[src/rtl/cpu_sequencer_pkg.sv]
// Shared types for the accumulator CPU: opcode and sequencer state enums,
// plus the ALU-operand opcode test used by both the sequencer and the decoder.
package typedefs;

  typedef enum logic [2:0] {
    HLT = 3'd0,
    SKZ = 3'd1,
    ADD = 3'd2,
    AND = 3'd3,
    XOR = 3'd4,
    LDA = 3'd5,
    STO = 3'd6,
    JMP = 3'd7
  } opcode_t;

  typedef enum logic [3:0] {
    INST_ADDR  = 4'd0,
    INST_FETCH = 4'd1,
    INST_LOAD  = 4'd2,
    IDLE       = 4'd3,
    OP_ADDR    = 4'd4,
    OP_FETCH   = 4'd5,
    ALU_OP     = 4'd6,
    STORE      = 4'd7,
    HALTED     = 4'd8
  } state_t;

  // Opcodes that read a memory operand and feed it to the ALU.
  function automatic logic is_aluop(input opcode_t op);
    return (op == ADD) || (op == AND) || (op == XOR) || (op == LDA);
  endfunction

endpackage

[src/rtl/cpu_sequencer_seq_decode.sv]
// Combinational strobe decoder: maps the current phase, opcode and ALU zero
// flag onto the datapath control strobes.
module seq_decode
  import typedefs::*;
(
  input  state_t  phase,
  input  opcode_t opcode,
  input  logic    zero,
  output logic    mem_rd,
  output logic    mem_wr,
  output logic    load_ir,
  output logic    load_ac,
  output logic    load_pc,
  output logic    inc_pc,
  output logic    sel,
  output logic    data_e
);

  logic aluop;

  assign aluop = is_aluop(opcode);

  always_comb begin
    mem_rd  = 1'b0;
    mem_wr  = 1'b0;
    load_ir = 1'b0;
    load_ac = 1'b0;
    load_pc = 1'b0;
    inc_pc  = 1'b0;
    sel     = 1'b0;
    data_e  = 1'b0;
    case (phase)
      INST_ADDR: begin
        sel = 1'b1;
      end
      INST_FETCH: begin
        sel    = 1'b1;
        mem_rd = 1'b1;
      end
      INST_LOAD, IDLE: begin
        sel     = 1'b1;
        mem_rd  = 1'b1;
        load_ir = 1'b1;
      end
      OP_ADDR: begin
        inc_pc = 1'b1;
      end
      OP_FETCH: begin
        mem_rd = aluop;
      end
      ALU_OP: begin
        mem_rd  = aluop;
        inc_pc  = (opcode == SKZ) && zero;
        load_pc = (opcode == JMP);
      end
      // JMP raises inc_pc alongside load_pc; the load takes priority in the PC.
      STORE: begin
        mem_rd  = aluop;
        load_ac = aluop;
        inc_pc  = (opcode == JMP);
        load_pc = (opcode == JMP);
        data_e  = (opcode == STO);
        mem_wr  = (opcode == STO);
      end
      default: begin
      end
    endcase
  end

endmodule

[src/rtl/cpu_sequencer.sv]
// Eight-phase fetch/execute sequencer with memory wait states, halt/resume,
// single-step mode and a retired-instruction counter.
module cpu_sequencer
  import typedefs::*;
#(
  parameter int CNT_W = 16
) (
  input  logic             clk,
  input  logic             rst_,
  input  opcode_t          opcode,
  input  logic             zero,
  input  logic             mem_rdy,
  input  logic             go,
  input  logic             step_en,
  output logic             mem_rd,
  output logic             mem_wr,
  output logic             load_ir,
  output logic             load_ac,
  output logic             load_pc,
  output logic             inc_pc,
  output logic             sel,
  output logic             data_e,
  output logic             halted,
  output state_t           phase,
  output logic [CNT_W-1:0] instr_cnt
);

  // Fetch states stall on mem_rdy; STORE retires the instruction and counts it.
  always_ff @(posedge clk or negedge rst_) begin
    if (!rst_) begin
      phase     <= INST_ADDR;
      instr_cnt <= '0;
    end else begin
      case (phase)
        INST_ADDR:  phase <= INST_FETCH;
        INST_FETCH: if (mem_rdy) phase <= INST_LOAD;
        INST_LOAD:  phase <= IDLE;
        IDLE:       phase <= OP_ADDR;
        OP_ADDR:    phase <= (opcode == HLT) ? HALTED : OP_FETCH;
        OP_FETCH:   if (mem_rdy || !is_aluop(opcode)) phase <= ALU_OP;
        ALU_OP:     phase <= STORE;
        STORE: begin
          phase     <= step_en ? HALTED : INST_ADDR;
          instr_cnt <= instr_cnt + 1'b1;
        end
        HALTED:     if (go) phase <= INST_ADDR;
        default:    phase <= INST_ADDR;
      endcase
    end
  end

  assign halted = (phase == HALTED);

  seq_decode u_decode (
    .phase   (phase),
    .opcode  (opcode),
    .zero    (zero),
    .mem_rd  (mem_rd),
    .mem_wr  (mem_wr),
    .load_ir (load_ir),
    .load_ac (load_ac),
    .load_pc (load_pc),
    .inc_pc  (inc_pc),
    .sel     (sel),
    .data_e  (data_e)
  );

endmodule

[config.mk]
export PLATFORM = sky130hd
export DESIGN_NAME = cpu_sequencer
export DESIGN_NICKNAME = d
export VERILOG_FILES = /design/src/rtl/cpu_sequencer_pkg.sv /design/src/rtl/cpu_sequencer_seq_decode.sv /design/src/rtl/cpu_sequencer.sv
export SDC_FILE = /design/constraint.sdc
export NUM_CORES = 1
export LEC_CHECK = 0
export CORE_ASPECT_RATIO = 0.75
export CORE_UTILIZATION = 44
export DETAILED_ROUTE_END_ITERATION = 12
export GPL_ROUTABILITY_DRIVEN = 1
export MAX_ROUTING_LAYER = met4
export PLACE_DENSITY = 0.79
export SYNTH_ARGS = -nofsm -noshare
export SYNTH_HDL_FRONTEND = slang
export SYNTH_SLANG_ARGS = --single-unit
[constraint.sdc]
create_clock -name clk -period 1.75 [get_ports clk]
set_input_delay 0.35 -clock clk [delete_from_list [all_inputs] [get_ports clk]]
set_output_delay 0.35 -clock clk [all_outputs]
set_load 0.005 [all_outputs]
Word level (Yosys, flattened, before mapping)
Cells that the tools add are included.
{ "totals": {"in_bits": 9, "romBits": 0, "n_memories": 0, "ram_bits": 0, "wordCells": 48, "latch_bits": 0, "register_bits": 20} }
{ "op_classes": {"n_bitwise": 0, "reduce_logical": 14, "magnitude_cmp": 0, "add_sub_neg": 1, "eq_ne": 18, "n_div": 0, "muxes": 13, "mul": 0, "n_shift": 0} }
{ "ops": {"columns": ["cell", "n"], "rows": [
  ["4-bit one-hot mux with 9 select lines", 1],
  ["4-bit two-way mux", 5],
  ["16-bit by 1-bit adder with 16-bit output, second input constant", 1],
  ["4-bit by 3-bit == test with 1-bit output, second input constant", 4],
  ["3-bit == test, second input constant", 4],
  ["4-bit by 2-bit == test with 1-bit output, second input constant", 2],
  ["3-bit by 2-bit == test with 1-bit output, second input constant", 2],
  ["2-bit inequality test, second input constant", 3],
  ["3-bit OR reduction", 2],
  ["1-bit two-way mux", 5],
  ["4-bit by 1-bit == test with 1-bit output, second input constant", 1],
  ["4-bit == test, second input constant", 1],
  ["4-bit zero test", 1],
  ["1-bit logical OR", 4],
  ["2-bit OR reduction", 2],
  ["4-bit OR reduction", 1],
  ["3-bit by 1-bit == test with 1-bit output, second input constant", 1],
  ["3-bit zero test", 1],
  ["1-bit one-hot mux with 3 select lines", 1],
  ["3-bit AND reduction", 1],
  ["1-bit one-hot mux with 2 select lines", 1],
  ["1-bit logical AND", 1],
  ["1-bit zero test", 1]
]} }

Longest topological paths before layout
Gate-level depths: netlist of the first run.
{ "logic_depth": {"word_depth": 8, "ltp_mapped": 6, "depth_no_buf": 5} }

Hierarchy
Synthesis of the first run repeated with hierarchy kept, for this count alone.
{ "unflattened": {"hier_cells": 107, "hier_area_um2": 1119.8} }
{ "modules_own_cells": {"columns": ["module", "area_per_inst_um2", "seq_area_each_um2", "cells_per_inst", "n_inst"], "rows": [
  ["cpu_sequencer", 1009.7, 500.5, 90, 1],
  ["seq_decode", 110.1, 0.0, 17, 1]
]} }

Least setup slack after synthesis of the first run
No wires, ideal clock.
{ "synth_path": {"kind": "register to output", "startpoint": "register phase[3]", "endpoint": "output port mem_wr", "t_required_ns": 1.400, "path_stages_with_launch": 6, "slack_ns": 0.170, "arrival_ns": 1.230, "cell_sequence": "dfrtp_1 -> buf_6 -> and4b_1 -> buf_6 -> and4b_1 -> buf_4"} }
{ "synth_between": {"elab_chain_cells": 2} }
{ "synth_rtl": {"columns": ["item", "line_no", "rtl"], "rows": [
  ["start, declared", "cpu_sequencer.sv:24", "output state_t phase,"],
  ["start signal, assigned", "cpu_sequencer.sv:39", "OP_ADDR: phase <= (opcode == HLT) ? HALTED : OP_FETCH;"],
  ["start signal, assigned", "cpu_sequencer.sv:43", "phase <= step_en ? HALTED : INST_ADDR;"],
  ["4-bit by 3-bit == test with 1-bit output", null, null],
  ["1-bit two-way mux", null, null],
  ["end, declared", "cpu_sequencer.sv:16", "output logic mem_wr,"]
]} }
Every way passes these cells.

Final worst setup path of the first run
{ "layout_path": {"startpoint": "register phase[2]", "endpoint": "output port load_ac"} }
{ "layout_between": {"elab_chain_cells": 2} }
{ "layout_rtl": {"columns": ["item", "line_no", "rtl"], "rows": [
  ["4-bit by 3-bit == test with 1-bit output", "cpu_sequencer_seq_decode.sv:32", "case (phase)"],
  ["1-bit two-way mux", "cpu_sequencer_seq_decode.sv:32", null],
  ["end, declared", "cpu_sequencer.sv:18", "output logic load_ac,"]
]} }
Every way passes these cells.

==> summary.md, run 1 <==
| Metric | Value |
|---|---|
| Status | finished, violations left |
| Violated checks | setup timing |
| FFs w/ async S/R, synth | 100% |
| Fin. Hold Viols | 0 |
| Area grow syn2layout | 55.3% |
| Fin crit period | 1780 ps |
| Most frequent cells after synthesis | dfrtp_1 (20), xnor2_1 (10), nand2_1 (8), nor2_1 (8), xor2_1 (6) |
| Worst path slowest cell | dfrtp_1 |
| Clock Sinks | 20 |
| FF-to-FF Start | phase[2] |
| # setup viols final | 1 |
| Worst EP arrival | 1430 ps |
| Startpoint types | register |
| FF/Latch Area | 500 um2 |
| Post-route cell area | 1660 um2 |
| Synth area leader | dfrtp_1 |
| N_diodes | 0 |
| Initial antenna violation count | 0 |
| Routing usage on met2 | 31.1% |
| Worst hold-check path type | in2async |
| PD cells | around 1100 nW/um2 |
| RePlAce Congestion | 0.770 |
| Core Rows | 15 |
| R2r setup slk | about 150 ps |
| Chip height | 44.7 um |
| F_max | 563 MHz |
| Final nets | 170 |
| Htree depth | 1 |
| Worst R2R Path Depth | 7 |
| 1st-iter DRT viols | 39 |
| Synth Cell Area | 1070 um2 |
| FF-to-FF End | instr_cnt[7] |
| Most numerous cell in the Yosys netlist | dfrtp_1 |
| DRC Markers | 0 |
| Synth Warn # | 0 |
| DRT Pass-1 Iters | 4 |
| Via count of the first global-routing pass | 851 |
| IO Pins | 38 |
| CP startpoint | phase[2] |
| # fillers | 168 |
| Crit-path max cell delay | 430 ps |
| Sequential-to-total area share from yosys stat | 46.7% |
| Largest net degree at the start of global routing | 21 |
| Met1 Usage GRT | 30.1% |
| Clock Latency Late Sink | 300 ps |
| Peak supply drop | between 0.7 and 0.8 mV |
| Detailed placement HPWL | 1890 um |
| Worst EP required | 1400 ps |
| Critical path class | reg2out |
| Clock Tree Root | clkbuf_4 |
| Cell Area, Placed | 1550 um2 |
| Final WL | around 2600 um |
| Ys flop type | dfrtp_1 |
| CP endpoint | load_ac |
| Buf/Inv on CP | 3 |
| Global route overflow | 0 |
| CTS tree | yes |
| Tot Pwr | 1.76 mW |
| I/O Buffers | 37 |
| Total CTS buffers | 3 |
| Multi-input combinational cell area | 548 um2 |
| Yosys top cell area share | 46.7% |
| Crit. End Element | output pin |
| Min setup slack post-route | -27.7 ps |
| Synth Area per Inst | 10.5 um2 |
| Slew @ Worst Pin | 346 ps |
| Gr usage total | 21.1% |
| First-pass GRT wire length | 3980 um |
| Worst path depth | 5 |
| Die outline width | 59.0 um |
| Layout cell share with drive strength beyond 1 | a little over a quarter |
| Reg clk slew, reported paths | around 110 ps |
| Syn Nets | 112 |
| Final Max Tran Viols | 0 |
| Layer with the highest usage | met2 |
| DR vias | 946 |
| Netlist cell types | 34 |
| Max cap viols | 0 |
| Avg WL per Cell | 13.6 um |
| Final critical-path share of the clock period | 102% |
| DIE AREA | 2640 um2 |
| CP top delay family | flip-flops |
| Dpl ws | -536 ps |
| Clock skew | between 2 and 2.5 ps |
| Final core utilization | 72.0% |
| Top post-synthesis cells by area | dfrtp_1 (47%), xnor2_1 (8.2%), xor2_1 (4.9%) |
| Max clock buf depth | 2 |
| Yosys reg bits | 20 |
| Relative slew slack | 76.7% |
| RSZ-0062 raised after global routing | true |
| CP max FO | 3 |
| Core area | 2310 um2 |
| Met3 Usage GRT | 6.30% |
| Vias/cell | about 4.9 |
| Initial Util | a little under half |
| Critical Path, Cell by Cell | buf_4 > and4b_2 > buf_6 > nor2b_1 > clkbuf_2 |
| Cells after synthesis | a little over 100 |
| Pleak | just under 0.8 nW |
| Number of synthesized flops with an enable pin | 0 |
| DRT antenna net count | 0 |
[routing by layer]
metal,vias to the layer above,part of all wire (%)
li1,467,-
met1,461,49
met2,16,48
met3,2,2.6
met4,0,0.34
met5,-,0
[stage by stage]
step / cells / TNS [ps] / hold slack (ps)
after global routing: 193 / -257 / 373
final: 193 / -27.7 / 368
after detailed placement: 182 / -2680 / 482
after global placement: 182 / -2460 / 456
after CTS: 190 / -200 / 376
after floorplan: 102 / 0 / 54.4
[layout by cell type (no fill, tap or decap), types with 2 or more instances in the layout]
| master | netlist | layout |
|---|---|---|
| a21oi_1 | 4 | 4 |
| and4_1 | 3 | 3 |
| buf_2 | 0 | 6 |
| buf_4 | 2 | 13 |
| buf_6 | 2 | 8 |
| clkbuf_2 | 0 | 2 |
| clkbuf_4 | 0 | 3 |
| clkdlybuf4s50_1 | 0 | 24 |
| dfrtp_1 | 20 | 20 |
| dlygate4sd2_1 | 0 | 5 |
| nand2_1 | 8 | 8 |
| nand2b_1 | 2 | 2 |
| nand3_1 | 5 | 5 |
| nand3b_1 | 2 | 2 |
| nand4_1 | 4 | 4 |
| nor2_1 | 8 | 7 |
| nor3_1 | 3 | 2 |
| nor3_2 | 1 | 2 |
| o22ai_1 | 2 | 2 |
| xnor2_1 | 10 | 9 |
| xor2_1 | 6 | 6 |
[worst register-to-register path: cells and delay by family (launching register included)]
kind | cells | cell delay, ps
buffers and inverters | 3 | 390
and+or+nand+nor | 3 | 550
DFF | 1 | 410
xor gates and xnor gates | 1 | 140
[where the power goes]
group | switching (mW) | leakage (nW) | internal (mW)
clock | 0.133 | 0.0210 | 0.127
combinational | 0.342 | 0.479 | 0.524
sequential | 0.0942 | 0.269 | 0.537
[registers in the layout (all words and copies together), names as in the netlist]
| signal | cells |
|---|---|
| phase | 4 |
| instr_cnt | 16 |
[worst min-delay path by stage]
stage / from / endpoint / slack, ps / cells past startpoint
final: rst_ / instr_cnt[15] / 370 / 2
after global routing: rst_ / instr_cnt[15] / 370 / 2
after CTS: rst_ / instr_cnt[15] / 380 / 2
after detailed placement: instr_cnt[15] / instr_cnt[15] / 480 / 1
after global placement: instr_cnt[15] / instr_cnt[15] / 460 / 1
after floorplan: rst_ / instr_cnt[0] / 50 / 0
[timing repair]
action / 4_1_cts / 5_1_grt
pin swaps: 4 / 4
setup endpoints to repair: 10 / 10
resized for setup: 40 / 9
endpoints found under the hold margin: 0 / 0
setup buffers: 4 / 4
hold buffers: 0 / 0
[cells by family after synthesis]
group	share of synthesized area (%)
simple gates	26.4
flops	46.7
mux	1.99
fa+ha+maj	1.17
xor+xnor	13.1
buf+inv	4.56
compound gates	6.08
[layout make-up]
| type | count | share of cell area [%] |
|---|---|---|
| multi-input combinational | 75 | 33.0 |
| timing repair buffer | 59 | 32.0 |
| sequential | 20 | 30.1 |
| tap | 34 | 2.56 |
| clock buffer | 4 | 2.18 |
| inverter | 1 | 0.226 |
Note: power is estimated with default switching activity, not from simulation.
==> run 2: changes to the inputs <==
- CAP_MARGIN: unset -> 15
==> results of run 2 <==
Same layout as run 1: the final DEF is identical, and so are final timing and power.
==> run 3: changes to the inputs <==
- CORE_UTILIZATION: 44 -> 54
- DONT_BUFFER_PORTS: unset -> 1
- PLACE_DENSITY: 0.79 -> 0.69
==> run 3 against run 2 <==
Net effect:
- largest cell class unchanged
- critical path type unchanged
- the flow now finishes without violations
- register-to-register slack improved by 170 ps
- global-route usage increased by 1.7 points
- critical endpoint is now mem_wr
- clock power fell by 20%
- die area decreased by 18%
==> summary.md, run 3 (same netlist as run 1, synthesis figures left out) <==
| Metric | Value |
|---|---|
| Cell Area, Placed | 1090 um2 (-30%) |
| Global route overflow | 0 (unchanged) |
| Htree depth | 1 (unchanged) |
| DRT antenna net count | 0 (unchanged) |
| Clock share of power | 16.1% (+1.3 points) |
| CTS tree | yes |
| DRC Markers | 0 (unchanged) |
| Routing usage on met2 | 27.8% (-3.3 points) |
| Clock skew | 5.00 ps (+2.97 ps) |
| FF/Latch Area | 503 um2 (+0.50%) |
| Slew @ Worst Pin | 862 ps (+516 ps) |
| Worst path slowest cell | dfrtp_2 |
| Critical Path, Cell by Cell | and4b_1 > and4b_1 |
| Critical path class | reg2out |
| Final WL | 2040 um (-23%) |
| Via count of the first global-routing pass | 663 (-22%) |
| IO Pins | 38 (unchanged) |
| Most flops, register | instr_cnt |
| Initial antenna violation count | 0 (unchanged) |
| Max cap viols | 0 (unchanged) |
| Crit. End Element | output pin |
| FF-to-FF End | instr_cnt[8] |
| PD cells | 1140 nW/um2 (+7.9%) |
| Initial Util | 59.9% (+13 points) |
| Commonest cells after routing, fill and taps aside | dfrtp_1 (18), xnor2_1 (10), nor2_1 (8), nand2_1 (8), xor2_1 (6) |
| # fillers | 150 (-11%) |
| RSZ-0062 raised after global routing | false |
| Multi-input combinational cell area | 522 um2 (-4.8%) |
| Total CTS buffers | 3 (unchanged) |
| Area grow syn2layout | 5.14% |
| Status | completed |
| Worst hold-check path type | in2reg |
| Fin crit period | 1640 ps (-135 ps) |
| Worst Hold Endpoint | phase[3] |
| F_max | 609 MHz (+8.2%) |
| N_diodes | 0 (unchanged) |
| DIE AREA | 2170 um2 (-18%) |
| Final nets | 117 (-31%) |
| Largest net degree at the start of global routing | 21 (unchanged) |
| Peak supply drop | 0.896 mV (+13%) |
| Most used cell, CP | and4b_1 |
| Dpl ws | 306 ps (+842 ps) |
| Vias/cell | 5.82 (+19%) |
| Largest register FFs | 16 (unchanged) |
| Clock Sinks | 20 (unchanged) |
| I/O Buffers | 0 (-100%) |
| Detailed placement HPWL | 1510 um (-20%) |
| R2r setup slk | 320 ps (+170 ps) |
| Top flop regs | instr_cnt x16, phase x4 |
| Int Pwr | 0.824 mW (-31%) |
| Reg clk slew, reported paths | 100 ps (about the same) |
| Die outline width | 53.4 um (-9.4%) |
| Layer with the highest usage | met1 |
| Startpoint types | register |
| Min setup slack post-route | 107 ps (+135 ps) |
| Clock Latency Late Sink | 290 ps (about the same) |
| Met1 Usage GRT | 33.3% (+3.2 points) |
| Worst EP required | 1400 ps (about the same) |
| Setup TNS | 0 ps (+27.7 ps) |
| First-pass GRT wire length | 3220 um (-19%) |
| Core Rows | 13 (-2) |
| Setup bufs post-CTS | 0 (-4) |
| Post-route cell area | 1130 um2 (-32%) |
| Worst R2R Path Depth | 5 (-2) |
| Combinational share of power | 33.0% (-16 points) |
| Switching Share | 35.8% (+3.4 points) |
| CP max FO | 7 (+4) |
| Crit-path max cell delay | 430 ps (about the same) |
| Hold path depth | 1 |
| Relative slew slack | 42.3% (-34 points) |
| # setup viols final | 0 (-1) |
| DRT Pass-1 Iters | 4 (unchanged) |
| Seq pwr share | 50.9% (+15 points) |
| HP Start | step_en |
| Core area | 1790 um2 (-22%) |
| Max clock buf depth | 2 (unchanged) |
| Avg WL per Cell | 16.0 um (+18%) |
| Clock Tree Root | clkbuf_4 |
| RePlAce Congestion | 0.701 (-8.9%) |
| Final Max Tran Viols | 0 (unchanged) |
| Fin. Hold Viols | 0 (unchanged) |
| DR vias | 739 (-22%) |
| 1st-iter DRT viols | 16 (-59%) |
| Met3 Usage GRT | 9.09% (+2.8 points) |
| Most common cell after layout, fill and taps aside | dfrtp_1 |
| Chip height | 40.6 um (-9.3%) |
| Worst EP arrival | 1290 ps (-140 ps) |
| Pleak | 0.506 nW (-34%) |
| Psw | 0.460 mW (-19%) |
| Final critical-path share of the clock period | 93.9% (-7.7 points) |
| Layout cell share with drive strength beyond 1 | 13.3% (-14 points) |
| Gr usage total | 22.8% (+1.7 points) |
| FF-to-FF Start | instr_cnt[0] |
[run 3: power groups by stage]
stage | Sequential, mW | Clock [mW] | Combinational [mW]
final | 0.653 | 0.207 | 0.424
after global routing | 0.666 | 0.238 | 0.483
after CTS | 0.646 | 0.216 | 0.423
after detailed placement | 0.655 | 0 | 0.408
after global placement | 0.652 | 0 | 0.404
after floorplan | 0.624 | 0 | 0.340
[run 3: what timing repair did]
item,4_1_cts,5_1_grt
hold buffers,1,0
endpoints found under the hold margin,20,0
endpoints found under the setup margin,0,2
gates resized for setup,0,2
[run 3: worst max-delay path by stage]
stage	from	to	slack, ps
global route	phase[0]	inc_pc	30
detailed placement	phase[1]	instr_cnt[8]	310
CTS	phase[1]	mem_wr	60
floorplan	phase[3]	mem_wr	170
global placement	phase[2]	instr_cnt[8]	340
finish	phase[1]	mem_wr	110
[run 3: area by class of cell]
| cell class | count | share of cell area, % |
|---|---|---|
| inverters | 1 | 0.333 |
| multi-input cells | 75 | 46.3 |
| clock buffers | 3 | 2.00 |
| flip-flops and latches | 20 | 44.7 |
| well taps | 22 | 2.44 |
| repair buffers | 6 | 4.22 |
[run 3: critical path, delay by kind of cell (launching register included)]
family	cells	cell delay, ps
AND/OR/NAND/NOR	2	570
flip-flops	1	430
[run 3: metal layers]
metal  part of all wire (%)  vias to the layer above  routed length (um)
li1                       -                      362                   -
met1                     55                      353                1120
met2                     39                       22                 787
met3                    5.8                        2                 118
met4                   0.59                        0                  12
met5                      0                        -                   0
[run 3: through the flow]
step	hold WS (ps)	total power, mW	std cells	utilization [%]
2_1_floorplan	54.4	0.964	102	-
3_3_place_gp	54.8	1.06	123	61.0
3_5_place_dp	54.8	1.06	123	61.0
4_1_cts	202	1.29	127	62.8
5_1_grt	198	1.39	127	62.9
6_report	207	1.28	127	62.9
